==> config.mk <==
export PLATFORM = sky130hd
export DESIGN_NAME = word_serializer
export DESIGN_NICKNAME = d
export VERILOG_FILES = /design/src/rtl/word_serializer.sv
export SDC_FILE = /design/constraint.sdc
export NUM_CORES = 1
export LEC_CHECK = 0
export CAP_MARGIN = 10
export CORE_ASPECT_RATIO = 0.5
export CORE_MARGIN = 3
export CORE_UTILIZATION = 45
export DETAILED_ROUTE_END_ITERATION = 8
export DONT_BUFFER_PORTS = 1
export GPL_TIMING_DRIVEN = 0
export RECOVER_POWER = 100
export SYNTH_ARGS = -nofsm -noshare
export SYNTH_HDL_FRONTEND = slang
export SYNTH_SLANG_ARGS = --single-unit
==> constraint.sdc <==
create_clock -name i_clock -period 3.9 [get_ports i_clock]
set_input_delay 0.78 -clock i_clock [delete_from_list [all_inputs] [get_ports i_clock]]
set_output_delay 0.78 -clock i_clock [all_outputs]
set_load 0.005 [all_outputs]
==> src/rtl/word_serializer.sv <==
// Serializes one latched BUS_DATA-wide word into BUS_BYTE chunks, LSB chunk first,
// over a valid/ready handshake; all outputs are registered.
module word_serializer #(
  parameter int BUS_DATA = 32,
  parameter int BUS_BYTE = 8
) (
  input  logic                i_clock,
  input  logic                i_reset,
  input  logic [BUS_DATA-1:0] i_data,
  input  logic                i_valid,
  output logic                o_ready,
  output logic [BUS_BYTE-1:0] o_byte,
  output logic                o_byte_valid,
  input  logic                i_byte_ready,
  output logic                o_busy,
  output logic                o_done
);

  localparam int N_CHUNKS = BUS_DATA / BUS_BYTE;
  localparam int CNT_W    = (N_CHUNKS > 1) ? $clog2(N_CHUNKS) : 1;
  localparam logic [CNT_W-1:0] LAST_CHUNK = CNT_W'(N_CHUNKS - 1);

  typedef enum logic [1:0] {
    ST_IDLE,
    ST_SEND,
    ST_DONE
  } state_t;

  state_t              r_state;
  state_t              w_state_next;
  logic [BUS_DATA-1:0] r_shift;
  logic [BUS_DATA-1:0] w_shift_shifted;
  logic [CNT_W-1:0]    r_cnt;
  logic                r_ready;
  logic                r_byte_valid;
  logic                r_busy;
  logic                r_done;
  logic                w_accept;
  logic                w_take;

  // r_ready stays low for the first cycle after reset release, so no word is
  // taken while the upstream still sees o_ready=0.
  assign w_accept = (r_state == ST_IDLE) && r_ready && i_valid;
  assign w_take   = (r_state == ST_SEND) && i_byte_ready;

  generate
    for (genvar gi = 0; gi < N_CHUNKS; gi++) begin : g_shift
      if (gi < N_CHUNKS - 1) begin : g_mid
        assign w_shift_shifted[gi*BUS_BYTE +: BUS_BYTE] = r_shift[(gi+1)*BUS_BYTE +: BUS_BYTE];
      end else begin : g_top
        assign w_shift_shifted[gi*BUS_BYTE +: BUS_BYTE] = '0;
      end
    end
  endgenerate

  always_comb begin
    w_state_next = r_state;
    case (r_state)
      ST_IDLE: if (w_accept) w_state_next = ST_SEND;
      ST_SEND: if (w_take && (r_cnt == LAST_CHUNK)) w_state_next = ST_DONE;
      ST_DONE: w_state_next = ST_IDLE;
      default: w_state_next = ST_IDLE;
    endcase
  end

  always_ff @(posedge i_clock or negedge i_reset) begin
    if (!i_reset) begin
      r_state <= ST_IDLE;
    end else begin
      r_state <= w_state_next;
    end
  end

  // The counter saturates at the last chunk rather than wrapping.
  always_ff @(posedge i_clock or negedge i_reset) begin
    if (!i_reset) begin
      r_shift <= '0;
      r_cnt   <= '0;
    end else if (w_accept) begin
      r_shift <= i_data;
      r_cnt   <= '0;
    end else if (w_take) begin
      r_shift <= w_shift_shifted;
      r_cnt   <= (r_cnt == LAST_CHUNK) ? r_cnt : r_cnt + 1'b1;
    end
  end

  always_ff @(posedge i_clock or negedge i_reset) begin
    if (!i_reset) begin
      r_ready      <= 1'b0;
      r_byte_valid <= 1'b0;
      r_busy       <= 1'b0;
      r_done       <= 1'b0;
    end else begin
      r_ready      <= (w_state_next == ST_IDLE);
      r_byte_valid <= (w_state_next == ST_SEND);
      r_busy       <= (w_state_next == ST_SEND) || (w_state_next == ST_DONE);
      r_done       <= (w_state_next == ST_DONE);
    end
  end

  assign o_ready      = r_ready;
  assign o_byte       = r_shift[BUS_BYTE-1:0];
  assign o_byte_valid = r_byte_valid;
  assign o_busy       = r_busy;
  assign o_done       = r_done;

endmodule

==> flow_summary.rst <==
.. list-table::
   :header-rows: 1

   * - Metric
     - Value
   * - Final Hold Viols
     - 0
   * - Total of max-cap violations
     - 0
   * - Crit path DAT
     - 2230 ps
   * - Detailed placement HPWL
     - 2572 um
   * - Layout-stage area growth over the synthesis result
     - 9.696%
   * - CTS root buffer
     - sky130_fd_sc_hd__clkbuf_8
   * - Initial DRT Pass Iterations
     - 4
   * - Number of diodes added for antenna fixing
     - 0
   * - Final setup slack of the worst path
     - 1902 ps
   * - Post-DRT Antenna Nets
     - 0
   * - Setup repair after global routing missed its margin
     - false
   * - Worst-case setup slack after placement
     - 1827 ps
   * - Kind of cell adding the most delay to the critical path
     - buffers and inverters
   * - Pin count of the biggest net entering global routing
     - 41
   * - Most frequent cell on the critical path
     - sky130_fd_sc_hd__clkbuf_1
   * - First-pass GRT wire length
     - 6099 um
   * - Post-synthesis sequential element count
     - 40
   * - Max stage delay on crit path
     - 490 ps
   * - Type of destination of the critical path
     - flop
   * - Maximum operating frequency
     - 500.5 MHz
   * - Total number of vias
     - 1180
   * - Post-synthesis cell type count
     - 21
   * - Worst-case vdd ir drop
     - 0.2828 mV
   * - Sequential Area
     - 1001 sq um
   * - Cell chain of the critical path
     - and3b_1 > clkbuf_1 > nor2_1 > clkbuf_1 > a22o_1
   * - Initial core utilization
     - 49.06%
   * - Area contributors post-synth
     - sky130_fd_sc_hd__dfrtp_1 (57%), sky130_fd_sc_hd__a21oi_1 (9.1%), sky130_fd_sc_hd__a22o_1 (8.4%)
   * - Area taken by multi-input logic gates
     - 626.9 sq um
   * - Fraction of synthesized cell area taken by the top area cell type
     - 56.62%
   * - Overall track demand over capacity in global routing
     - 17.15%
   * - Quantity of hold-fixing buffers added after cts
     - 0
   * - IO Port Bufs
     - 0
   * - Final setup skew
     - 10.40 ps
   * - Number of nets produced by synthesis
     - 205
   * - Fraction of layout instances using a drive strength above 1
     - 12.14%
   * - Mapped Cells
     - 165
   * - Reg-to-reg startpoint
     - r_state[0]
   * - Slowest cell on the critical path
     - sky130_fd_sc_hd__nor2_1
   * - DIE AREA
     - 4762 sq um
   * - Part of the cycle the worst path needs
     - 51.23%
   * - Post-synthesis area per instance
     - 10.71 sq um
   * - Outcome
     - finished, final reports clean
   * - Clock-pin slew on the worst setup and hold paths
     - 80 ps
   * - Worst skew pair latency
     - 290 ps
   * - Core Footprint
     - 3603 sq um
   * - 1st-iter DRT viols
     - 43
   * - Required time at the endpoint of the critical path
     - 4130 ps
   * - Sequential cell area fraction in the yosys report
     - 56.62%
   * - Congestion Overflow GR
     - 0
   * - Fin Setup TNS
     - 0 ps
   * - Worst Setup SP
     - i_byte_ready
   * - Final Slew Violations
     - 0
   * - Maximum root-to-sink buffer count
     - 2
   * - Least-Margin Pin Slew
     - 546.8 ps
   * - Total of fill cells in the finished design
     - 359
   * - Type of the worst min-delay path
     - in2async
   * - Crit Path Class
     - in2reg
   * - Power density relative to cell area
     - 787.4 nW/um^2
   * - Number of antenna violations at the first check in global routing
     - 0
   * - Leakage power
     - 0.9674 nW
   * - Die width
     - 94.64 um
   * - Number of buffers and inverters on the critical path
     - 2
   * - Fin nets
     - 212
   * - Depth of the CTS H-tree
     - 2
   * - IO Pins
     - 48
   * - Post-Route WL
     - 3616 um
   * - Combined area of all synthesized cells
     - 1768 sq um
   * - Setup bufs post-CTS
     - 0
   * - Via count of the first global-routing pass
     - 1274
   * - Worst slew margin
     - 63.41%
   * - Setup violations, final
     - 0
   * - Yosys Warn Count
     - 0
   * - TritonCTS clock tree
     - done
   * - Max Fanout on Critical Path
     - 10
   * - Library cell occupying the most area in the post-synthesis netlist
     - sky130_fd_sc_hd__dfrtp_1
   * - Cell Rows
     - 15
   * - RD Place Congestion
     - 0.7633
   * - Mean routed wirelength per cell
     - 16.14 um
   * - Number of design rule violations left after detail routing
     - 0
   * - Post-route minimum period
     - 1998 ps
   * - Category of the worst setup path launch point
     - input pin
   * - Post-cts resize count
     - 0
   * - Cts bufs inserted
     - 5
   * - Die H
     - 50.32 um
   * - Via/cell ratio
     - 5.268
   * - Total number of clock tree sinks
     - 40
==> sequential cells by signal, indices dropped and copies added, names as in the netlist <==
register / cells
o_byte_valid: 1
o_done: 1
r_cnt: 2
r_state: 2
r_shift: 32
o_busy: 1
o_ready: 1
==> cell families (layout without fill, tap and decap cells) <==
logic type | Yosys count | in the layout | share of synthesized area (%)
AO/OA/AOI/OAI | 62 | 62 | 22.58
adder cells (fa/ha/maj) | 4 | 4 | 2.831
buffers and inverters | 20 | 28 | 7.502
flip-flops | 40 | 40 | 56.62
AND/OR/NAND/NOR | 39 | 39 | 10.47
==> report_power, final <==
part           switching [mW]  internal [mW]  total [mW]
logic                   0.241          0.229       0.470
registers              0.0970          0.590       0.687
clock network           0.144          0.226       0.370
==> cell type report <==
class | instances | share of cell area [%]
Buffer | 19 | 6.065
Clock buffer | 7 | 4.968
Inverter | 1 | 0.1935
Clock inverter | 1 | 1.548
Sequential cell | 40 | 51.61
Tap cell | 51 | 3.290
Multi-Input combinational cell | 105 | 32.32
==> layout by cell type (no fill, tap or decap), types with 2 or more instances in the layout <==
cell type | netlist | routed
sky130_fd_sc_hd__nand2_1 | 16 | 16
sky130_fd_sc_hd__buf_4 | 12 | 4
sky130_fd_sc_hd__a22o_1 | 17 | 17
sky130_fd_sc_hd__ha_1 | 4 | 4
sky130_fd_sc_hd__nor2_1 | 15 | 16
sky130_fd_sc_hd__nand3b_1 | 2 | 2
sky130_fd_sc_hd__o21ai_0 | 3 | 3
sky130_fd_sc_hd__clkbuf_1 | 2 | 6
sky130_fd_sc_hd__dfrtp_1 | 40 | 40
sky130_fd_sc_hd__a21o_1 | 9 | 9
sky130_fd_sc_hd__clkbuf_4 | 0 | 8
sky130_fd_sc_hd__clkbuf_8 | 0 | 7
sky130_fd_sc_hd__a21oi_1 | 32 | 32
==> cell usage after synthesis <==
cell type / count
sky130_fd_sc_hd__ha_1: 4
sky130_fd_sc_hd__nand2b_1: 1
sky130_fd_sc_hd__o21a_1: 1
sky130_fd_sc_hd__a22o_1: 17
sky130_fd_sc_hd__nand4bb_1: 1
sky130_fd_sc_hd__buf_4: 12
sky130_fd_sc_hd__buf_2: 4
sky130_fd_sc_hd__inv_1: 1
sky130_fd_sc_hd__and3b_1: 1
sky130_fd_sc_hd__buf_6: 1
sky130_fd_sc_hd__nand2_1: 16
sky130_fd_sc_hd__nand3b_1: 2
sky130_fd_sc_hd__nor2_1: 15
sky130_fd_sc_hd__nor4bb_1: 1
sky130_fd_sc_hd__o21ai_0: 3
sky130_fd_sc_hd__a21o_1: 9
sky130_fd_sc_hd__or3_1: 1
sky130_fd_sc_hd__dfrtp_1: 40
sky130_fd_sc_hd__clkbuf_1: 2
sky130_fd_sc_hd__a21oi_1: 32
sky130_fd_sc_hd__nor2_4: 1
==> metal layers <==
layer,up-vias,GRT usage [%],routed length [um]
li1,585,-,-
met1,571,22.88,1764
met2,22,26.72,1674
met3,2,6.138,168
met4,0,4.306,9
met5,-,0,0
==> per-stage QoR <==
step	util (%)	hold slack (ps)	cell area [sq um]	std cells	total power [mW]
CTS	54.34	164.3	1958	224	1.564
floorplan	-	449.5	1768	165	1.077
detailed placement	50.83	466.9	1832	216	1.192
finish	53.82	174.2	1939	224	1.527
global placement	50.83	461.8	1832	216	1.176
global route	53.82	151.1	1939	224	1.652
==> worst paths after layout <==
kind | slack [ps] | cells after the start | endpoint
setup / recovery | 1900 | 5 | r_shift[30]
hold / removal | 170 | 0 | o_ready
setup reg to reg | 1930 | 5 | r_shift[30]
hold reg to reg | 480 | 1 | r_shift[4]
max in group asynchronous | 3630 | 0 | r_shift[24]
min in group i_clock | 480 | 1 | r_shift[4]
(Power assumes the default switching activity.)
